## src/rtl/drum_pkg.sv

```systemverilog
// Shared types and constants for the drum pad hit detector.
package drum_pkg;

  // Per-channel conditioning state.
  typedef enum logic [2:0] {
    IDLE,
    QUAL,
    PRESSED,
    REL_QUAL,
    HOLDOFF
  } hit_state_t;

  // Identifier of the most recent strike.
  typedef logic [1:0] drum_id_t;

  localparam drum_id_t DRUM_NONE = 2'd0;
  localparam drum_id_t DRUM_HAT  = 2'd1;
  localparam drum_id_t DRUM_CYM  = 2'd2;
  localparam drum_id_t DRUM_TOM  = 2'd3;

  localparam logic [7:0] COUNT_MAX = 8'd255;

  // Next value of a saturating strike counter; clear wins over a hit.
  function automatic logic [7:0] next_count(input logic [7:0] count,
                                            input logic       hit,
                                            input logic       clr);
    if (clr) begin
      return 8'd0;
    end else if (hit && (count != COUNT_MAX)) begin
      return count + 8'd1;
    end
    return count;
  endfunction

endpackage

```

## src/rtl/hit_channel.sv

```systemverilog
// One pad channel: 2-flop synchroniser, debounce/holdoff FSM and a
// registered single-cycle hit pulse. The strike output is the
// pre-register version of hit, so the top level can register derived
// status in the same cycle as the pulse.
module hit_channel
  import drum_pkg::*;
#(
  parameter int DEBOUNCE_CYCLES = 250000,
  parameter int HOLDOFF_CYCLES  = 500000,
  parameter int CNT_W           = 20
) (
  input  logic clk,
  input  logic rst_n,
  input  logic en,
  input  logic pad_raw,
  output logic hit,
  output logic strike,
  output logic busy
);

  localparam logic [CNT_W-1:0] DEB_LAST  = CNT_W'(DEBOUNCE_CYCLES - 1);
  localparam logic [CNT_W-1:0] HOLD_LAST = CNT_W'(HOLDOFF_CYCLES - 1);

  logic [1:0]       sync_q, sync_d;
  hit_state_t       state_q, state_d;
  logic [CNT_W-1:0] timer_q, timer_d;
  logic             hit_q, hit_d;
  logic             s;

  assign sync_d = {sync_q[0], pad_raw};
  assign s      = sync_q[1];

  // Next-state, timer and strike decode for the conditioning FSM.
  always_comb begin
    // NOTE: every output of this block gets a default first so no latch is inferred.
    state_d = state_q;
    timer_d = timer_q;
    hit_d   = 1'b0;
    if (!en) begin
      state_d = IDLE;
      timer_d = '0;
    end else begin
      case (state_q)
        IDLE: begin
          timer_d = '0;
          if (s) state_d = QUAL;
        end
        QUAL: begin
          if (!s) begin
            state_d = IDLE;
            timer_d = '0;
          end else if (timer_q == DEB_LAST) begin
            state_d = PRESSED;
            timer_d = '0;
            hit_d   = 1'b1;
          end else begin
            timer_d = timer_q + 1'b1;
          end
        end
        PRESSED: begin
          if (!s) begin
            state_d = REL_QUAL;
            timer_d = '0;
          end
        end
        REL_QUAL: begin
          if (s) begin
            state_d = PRESSED;
            timer_d = '0;
          end else if (timer_q == DEB_LAST) begin
            state_d = HOLDOFF;
            timer_d = '0;
          end else begin
            timer_d = timer_q + 1'b1;
          end
        end
        HOLDOFF: begin
          if (timer_q == HOLD_LAST) begin
            state_d = IDLE;
            timer_d = '0;
          end else begin
            timer_d = timer_q + 1'b1;
          end
        end
        default: begin
          state_d = IDLE;
          timer_d = '0;
        end
      endcase
    end
  end

  // Synchroniser, FSM state, timer and hit pulse registers.
  always_ff @(posedge clk or negedge rst_n) begin
    if (!rst_n) begin
      sync_q  <= '0;
      state_q <= IDLE;
      timer_q <= '0;
      hit_q   <= 1'b0;
    end else begin
      // NOTE: sequential state uses non-blocking assignments so all flops update together.
      sync_q  <= sync_d;
      state_q <= state_d;
      timer_q <= timer_d;
      hit_q   <= hit_d;
    end
  end

  assign hit    = hit_q;
  assign strike = hit_d;
  assign busy   = (state_q != IDLE);

endmodule

```

## src/rtl/drum_hit_detect.sv

```systemverilog
// Drum pad front end: three conditioned hit channels plus saturating
// strike counters, a registered any_hit, and a last-hit identifier.
module drum_hit_detect
  import drum_pkg::*;
#(
  parameter int DEBOUNCE_CYCLES = 250000,
  parameter int HOLDOFF_CYCLES  = 500000,
  parameter int CNT_W           = 20
) (
  input  logic       clk,
  input  logic       rst_n,
  input  logic       en,
  input  logic       pad_hat_raw,
  input  logic       pad_cymbal_raw,
  input  logic       pad_tom_raw,
  input  logic       clr_counts,
  output logic       hat_hit,
  output logic       cymbal_hit,
  output logic       tom_hit,
  output logic       any_hit,
  output logic [1:0] last_hit,
  output logic [7:0] hat_count,
  output logic [7:0] cymbal_count,
  output logic [7:0] tom_count,
  output logic [2:0] busy
);

  logic hat_strike, cym_strike, tom_strike;
  logic hat_busy, cym_busy, tom_busy;

  hit_channel #(.DEBOUNCE_CYCLES(DEBOUNCE_CYCLES), .HOLDOFF_CYCLES(HOLDOFF_CYCLES), .CNT_W(CNT_W))
    u_hat (.clk(clk), .rst_n(rst_n), .en(en), .pad_raw(pad_hat_raw),
           .hit(hat_hit), .strike(hat_strike), .busy(hat_busy));

  hit_channel #(.DEBOUNCE_CYCLES(DEBOUNCE_CYCLES), .HOLDOFF_CYCLES(HOLDOFF_CYCLES), .CNT_W(CNT_W))
    u_cym (.clk(clk), .rst_n(rst_n), .en(en), .pad_raw(pad_cymbal_raw),
           .hit(cymbal_hit), .strike(cym_strike), .busy(cym_busy));

  hit_channel #(.DEBOUNCE_CYCLES(DEBOUNCE_CYCLES), .HOLDOFF_CYCLES(HOLDOFF_CYCLES), .CNT_W(CNT_W))
    u_tom (.clk(clk), .rst_n(rst_n), .en(en), .pad_raw(pad_tom_raw),
           .hit(tom_hit), .strike(tom_strike), .busy(tom_busy));

  logic       any_hit_q, any_hit_d;
  drum_id_t   last_hit_q, last_hit_d;
  logic [7:0] hat_count_q, hat_count_d;
  logic [7:0] cym_count_q, cym_count_d;
  logic [7:0] tom_count_q, tom_count_d;

  // Status decode: any_hit and last_hit track the strikes so they line up
  // with the pulses; counters take the visible pulses so a clear in the
  // pulse cycle overrides that increment.
  always_comb begin
    any_hit_d  = hat_strike | cym_strike | tom_strike;
    last_hit_d = last_hit_q;
    if (hat_strike) begin
      last_hit_d = DRUM_HAT;
    end else if (cym_strike) begin
      last_hit_d = DRUM_CYM;
    end else if (tom_strike) begin
      last_hit_d = DRUM_TOM;
    end
    hat_count_d = next_count(hat_count_q, hat_hit, clr_counts);
    cym_count_d = next_count(cym_count_q, cymbal_hit, clr_counts);
    tom_count_d = next_count(tom_count_q, tom_hit, clr_counts);
  end

  // Status and counter registers.
  always_ff @(posedge clk or negedge rst_n) begin
    if (!rst_n) begin
      any_hit_q   <= 1'b0;
      last_hit_q  <= DRUM_NONE;
      hat_count_q <= '0;
      cym_count_q <= '0;
      tom_count_q <= '0;
    end else begin
      any_hit_q   <= any_hit_d;
      last_hit_q  <= last_hit_d;
      hat_count_q <= hat_count_d;
      cym_count_q <= cym_count_d;
      tom_count_q <= tom_count_d;
    end
  end

  assign any_hit      = any_hit_q;
  assign last_hit     = last_hit_q;
  assign hat_count    = hat_count_q;
  assign cymbal_count = cym_count_q;
  assign tom_count    = tom_count_q;
  assign busy         = {tom_busy, cym_busy, hat_busy};

endmodule

```

## config.mk

```make
export PLATFORM = sky130hd
export DESIGN_NAME = drum_hit_detect
export DESIGN_NICKNAME = d
export VERILOG_FILES = /design/src/rtl/drum_pkg.sv /design/src/rtl/hit_channel.sv /design/src/rtl/drum_hit_detect.sv
export SDC_FILE = /design/constraint.sdc
export NUM_CORES = 1
export LEC_CHECK = 0
export CORE_ASPECT_RATIO = 1.4
export CORE_MARGIN = 2
export CORE_UTILIZATION = 45
export DETAILED_ROUTE_END_ITERATION = 10
export HOLD_SLACK_MARGIN = 0.03
export RECOVER_POWER = 25
export SETUP_SLACK_MARGIN = 0.02
export SYNTH_ARGS = -nofsm -noshare
export SYNTH_HDL_FRONTEND = slang
export SYNTH_SLANG_ARGS = --single-unit
```

## constraint.sdc

```tcl
create_clock -name clk -period 3 [get_ports clk]
set_input_delay 0.6 -clock clk [delete_from_list [all_inputs] [get_ports clk]]
set_output_delay 0.6 -clock clk [all_outputs]
set_load 0.01 [all_outputs]
```

# Word level (Yosys, flattened, before mapping)

Index checks and enable logic that the tools add are counted.

Output and inout bits: 33
Register bits: 105
Logic and storage cells: 149
ROM bits: 0
Latch bits: 0
Memories kept: 0
Memory bits (writable): 0

Multipliers: 0
Divide/modulo/power cells: 0
Mux-type cells: 75
Add/subtract/negate cells: 6
Reduce and logical (&&, ||, !) cells: 13
Magnitude comparators: 0
Shifts and indexed selects: 0
Bitwise logic cells: 2
Equality and inequality tests: 36

Operators with widths:

| kind                    | count |
|---|---|
| $mux W20                | 18 |
| $pmux W20 S4            | 3 |
| $mux W3                 | 24 |
| $add A20 B1 Y20 const B | 3 |
| $eq A20 B18 Y1 const B  | 3 |
| $eq A20 B19 Y1 const B  | 3 |
| $mux W8                 | 6 |
| $pmux W3 S5             | 3 |
| $add A8 B1 Y8 const B   | 3 |
| $ne A8 B8 Y1 const B    | 3 |
| $eq A3 B2 Y1 const B    | 6 |
| $mux W1                 | 18 |
| $ne A3 B2 Y1 const B    | 6 |
| $reduce_and A5 Y1       | 3 |
| $ne A4 B2 Y1 const B    | 3 |
| $ne A4 B4 Y1 const B    | 3 |
| $reduce_bool A3 Y1      | 4 |
| $eq A3 B1 Y1 const B    | 3 |
| $eq A3 B3 Y1 const B    | 3 |
| $logic_not A3 Y1        | 3 |
| $ne A3 B3 Y1 const B    | 3 |
| $mux W2                 | 3 |
| $logic_and A1 B1 Y1     | 3 |
| $or A1 B1 Y1            | 2 |

# Longest topological paths before layout

Depth in word-level cells: 8
Mapped depth: 7
Depth with buffers taken out: 6

# By module

Synthesis repeated with hierarchy kept, for this count alone.

Cell total of the unflattened synthesis: 641
Area total of the unflattened synthesis: 6124.6 µm²

By module, submodules not included:

| module                   | cells an instance | area each (µm²) | instances |
|---|---|---|---|
| hit_channel at u_cym ... | 166               | 1526.5          | 2 |
| hit_channel at u_tom     | 161               | 1550.2          | 1 |
| drum_hit_detect          | 148               | 1521.5          | 1 |

# Least setup slack after synthesis

No wires, ideal clock.

Path type: register to register
Start point: register u_tom.timer_q[10]
End point: register u_tom.timer_q[10]
Setup slack: 0.773 ns
Data required time: 2.863 ns
Arrival: 2.090 ns
Cell stages (with the launch flop): 7
Library setup time: 0.137 ns
Cell sequence: dfrtp_1 -> or4b_1 -> or4_4 -> o211a_1 -> o21ai_4 -> buf_6 -> a21oi_1

Word-level cells in the longest chain between the ends: 5
Elaborated cells on any way between the ends: 9
Classes of those cells: add/sub: 1; eq/ne: 2; mux: 6

RTL lines:

| element                                                  | RTL line                             | RTL |
|---|---|---|
| from (decl)                                              | hit_channel.sv:26                    | `logic [CNT_W-1:0] timer_q, timer_d;` |
| from (signal assigned)                                   | hit_channel.sv:104                   | `timer_q <= timer_d;` |
| $add A20 B1 Y20 / $eq A20 B18 Y1 (equally long branches) | --                                   |  |
| $mux W20                                                 | hit_channel.sv:52, hit_channel.sv:70 |  |
| $mux W20, on equally long branches                       | hit_channel.sv:67, hit_channel.sv:49 |  |
| $pmux W20 S4 *                                           | hit_channel.sv:43                    | `case (state_q)` |
| $mux W20 *                                               | hit_channel.sv:39                    | `if (!en) begin` |

Mark *: on every way between the ends. The rest lies on a longest branch, timed or not.
A chain may end at the register's enable or synchronous reset.

# Final worst setup path

Start point: register u_tom.timer_q[10]
End point: register u_tom.timer_q[2]

Word-level cells in the longest chain between the ends: 5
Elaborated cells on any way between the ends: 8
Classes of those cells: eq/ne: 2; mux: 6

RTL lines:

| element                            | RTL line |
|---|---|
| $eq A20 B18 Y1                     | hit_channel.sv:52, hit_channel.sv:70 |
| $mux W20                           | hit_channel.sv:52, hit_channel.sv:70 |
| $mux W20, on equally long branches | hit_channel.sv:67, hit_channel.sv:49 |
| $pmux W20 S4 *                     | hit_channel.sv:43 |
| $mux W20 *                         | hit_channel.sv:39 |

Marked as above.

==> metrics.md <==
| Metric | Value |
|---|---|
| CP endpoint kind | flip-flop |
| Routed wl met2 | roughly 6.4 mm |
| Share of power burned in registers | around half |
| Worst slew pin tran | 1.63 ns |
| Crit path max-delay family | simple AND/OR/NAND/NOR gates |
| Number of synthesized register bits | 105 |
| Combinational family with the most area after synthesis | simple AND/OR/NAND/NOR gates |
| Pwr Total | 2.80 mW |
| CTS tree | done |
| Clk sinks | 105 |
| Fin. Hold Viols | 0 |
| Slew Limit Headroom | -8.54% |
| CTS H-Tree Depth | 3 |
| Largest cells by area after synthesis | dfrtp_1 47%, xnor2_1 6.3%, nand2_1 4.4% |
| Post-synthesis cell count | between 500 and 600 |
| EDFF count, synth | 0 |
| Reg2Reg Depth | 5 |
| Initial antenna violation count | 0 |
| DRT Pass-1 Iters | 4 |
| Post-Synth Simple-Gate Area | between 20% and 30% |
| Highest routed layer | met4 |
| Cell taking the most area after synthesis | dfrtp_1 |
| Synth Area in Compound Gates | 12.4% |
| GR Overflow Total | 0 |
| Remaining antenna violation count | 0 |
| FF-to-FF setup slack | around 0.45 ns |
| WL/cell | ~16 um |
| Residual DRC | 0 |
| PostCTS Resize Cnt | 0 |
| Worst reg2reg startpoint | u_tom.timer_q[10]$_DFFE_PN0P_ |
| Worst-path fanout max | 18 |
| Pleak | between 2 and 3 nW |
| Top FF cell, synth | dfrtp_1 |
| Status | finished, violations left |
| Hold Crit Class | flip-flop to flip-flop |
| Crit path time final | around 2.6 ns |
| CP bufs+invs | 0 |
| Total number of yosys warnings | 0 |
| Post-CTS Setup Bufs | 0 |
| DRT Wirelength | 12.3 mm |
| Area grow syn2layout | 15.4% |
| Mapped Nets | 611 |
| Die H | around 140 um |
| Top cell type's share of synthesized area | ~47% |
| Req. time, crit path | around 3.2 ns |
| Cell Rows | 48 |
| Global-route wire length before repair | ~21 mm |
| Initial drt markers | between 200 and 250 |
| Peak supply drop | around 0.26 mV |
| Clk root buf | clkbuf_16 |
| Clock network fraction of total power | 44.0% |
| Via count | roughly 4500 |
| Internal power | around 2.1 mW |
| Vias in the first global route | about 4400 |
| GRT Total Usage | slightly below 20% |
| NetSw | ~0.67 mW |
| Async set or reset register ratio after synthesis | between 90% and 100% |
| Post-Synth Adder-Cell Area | 1.34% |
| Post-synthesis mux area share | 0.715% |
| Seq/Total Area, Yosys | a little under half |
| Cell Chain, Critical Path | or4b_1 > or4_4 > o211a_1 > o21ai_4 > o221ai_1 |
| Clock tree buffer depth | 2 |
| Placer Congestion | between 0.8 and 0.9 |
| Slowest-stage cell, CP | or4b_1 |
| Power share of the combinational group | between 4 and 5% |
| Starting Density | a little under half |
| Antenna Cells | 0 |
| Layout cells sized above 1 | about 7.3% |
| Drt via density | ~5.7 |
| Die area | around 13000 um2 |
| Fmax | 0.392 GHz |
| Distinct cells, synth | a little under 60 |
| Setup_tns | 0 ns |
| Mapped Avg Cell Area | slightly above 9 um2 |
| Worst path arrival time | around 2.8 ns |
| Hold Path Cell Cnt | 0 |
| Violated checks | capacitance limit, slew limit |
| DR WL met3 | 344 um |
| Setup violations, final | 0 |
| Hold Buf Count CTS | 0 |
| Final Skew | 0.00946 ns |
| Tcrit/Tclk final | 85.0% |
| CP Class | flip-flop to flip-flop |
| Crit Reg-Reg Endpoint | u_tom.timer_q[2]$_DFFE_PN0P_ |
| Pin count of the biggest net entering global routing | between 50 and 60 |
| Crit-path max cell delay | ~0.54 ns |
| Die Span X | slightly below 100 um |
| Max-capacitance violation count | 1 |
| Clock slew at reported path FFs | 0.08 ns |
| Num CTS Buffers | 9 |
| Startpoint type of the worst setup path | flip-flop |
| Pwr dens | around 430 nW/um2 |
| Hold Path Sink | u_cym.sync_q[1]$_DFF_PN0_ |
| Top Ports | 40 |
| M1 WL | ~5.5 mm |
| Slew Limit Fails | 31 |
| Synth Area in XOR/XNOR | 8.76% |
| Worst Hold Slack | about 0.35 ns |
| Nets | around 650 |
| HPWL Detailed | 8.70 mm |
| RSZ-0062 raised after global routing | false |
| Hold_sp | u_cym.sync_q[0]$_DFF_PN0_ |
| Synth Cell Area | 5600 um2 |
| Sw Share | 23.9% |
| Later-pin clock latency in the skew report | approximately 0.35 ns |
| IO buf count | 39 |
| CORE AREA | between 10000 and 15000 um2 |
-- routing by layer --
| layer | GRT usage [%] | vias up |
|---|---|---|
| met3 | 3.70 | 12 |
| met2 | 34.4 | 57 |
| met1 | 24.1 | 2202 |
| li1 | - | 2213 |
| met4 | 5.25 | 0 |
| met5 | 0 | - |
-- metrics by stage --
step | setup WS (ns) | cell area, um2 | utilization (%) | std cells
after global placement | 0.468 | 6160 | 50.3 | 775
after global routing | 0.267 | 6460 | 52.7 | 791
final | 0.450 | 6460 | 52.7 | 791
after CTS | 0.445 | 6470 | 52.8 | 791
after detailed placement | 0.415 | 6160 | 50.3 | 775
after floorplan | 0.773 | 5600 | - | 598
-- sequential cells by signal, summed over array words and instances (netlist names) --
register	count
u_hat.sync_q	2
u_hat.hit	1
hat_count	8
last_hit	2
u_hat.timer_q	20
u_cym.timer_q	20
u_tom.state_q	3
u_tom.sync_q	2
u_hat.state_q	3
cymbal_count	8
u_cym.state_q	3
u_tom.timer_q	20
u_cym.sync_q	2
any_hit	1
u_tom.hit	1
u_cym.hit	1
tom_count	8
-- cell usage after synthesis, types with 5 or more instances --
master,count
dfrtp_1,105
nand2_1,66
nor2_1,55
a21oi_1,48
xnor2_1,40
nand3_1,24
inv_1,19
nor3_1,19
clkbuf_1,17
nand4_1,17
xor2_1,16
and3_1,12
nor4_1,12
o21ai_0,12
o221ai_1,11
o211ai_1,10
or3_1,9
and2_1,8
nor2b_1,8
and4_1,6
ha_1,6
o21a_1,6
nand2b_1,5
o2111ai_1,5
-- logic make-up (layout without fill, tap and decap cells) --
family          after synthesis  in the layout
compound gates              108            108
xor+xnor                     56             56
fa+ha+maj                     6              6
buf+inv                      42             85
flops                       105            105
mux                           4              4
simple gates                277            277
-- layout by cell type (no fill, tap or decap), drive strengths merged, types with 17 or more instances in the layout --
cell type	n
dfrtp	105
nand2	66
nor2	56
a21oi	48
xnor2	40
clkdlybuf4s50	35
nand3	24
inv	21
nor3	19
nand4	17
-- area by class of cell --
type                            count  area (um2)
Tap cell                          150         188
Clock buffer                        9         225
Fill cell                        1175        5790
Timing Repair Buffer               50         467
Clock inverter                      7        87.6
Multi-Input combinational cell    451        2790
Inverter                           19        71.3
Sequential cell                   105        2630
-- power by group through the flow --
| stage | clock (mW) | sequential, mW | combinational (mW) |
|---|---|---|---|
| detailed placement | 0 | 1.48 | 0.125 |
| global placement | 0 | 1.48 | 0.122 |
| CTS | 1.27 | 1.45 | 0.125 |
| global route | 1.32 | 1.45 | 0.133 |
| finish | 1.23 | 1.45 | 0.117 |
| floorplan | 0 | 1.47 | 0.0648 |
-- worst max-delay path by stage --
stage / startpoint / end / slack, ns / cells past startpoint
finish: u_tom.timer_q[10]$_DFFE_PN0P_ / u_tom.timer_q[2]$_DFFE_PN0P_ / 0.45 / 5
global route: rst_n / u_cym.timer_q[1]$_DFFE_PN0P_ / 0.27 / 2
CTS: u_hat.timer_q[11]$_DFFE_PN0P_ / u_hat.timer_q[11]$_DFFE_PN0P_ / 0.44 / 6
detailed placement: en / u_hat.timer_q[17]$_DFFE_PN0P_ / 0.41 / 6
global placement: en / u_hat.timer_q[17]$_DFFE_PN0P_ / 0.47 / 6
floorplan: u_tom.timer_q[10]$_DFFE_PN0P_ / u_tom.timer_q[10]$_DFFE_PN0P_ / 0.77 / 6
(Power assumes the default switching activity.)
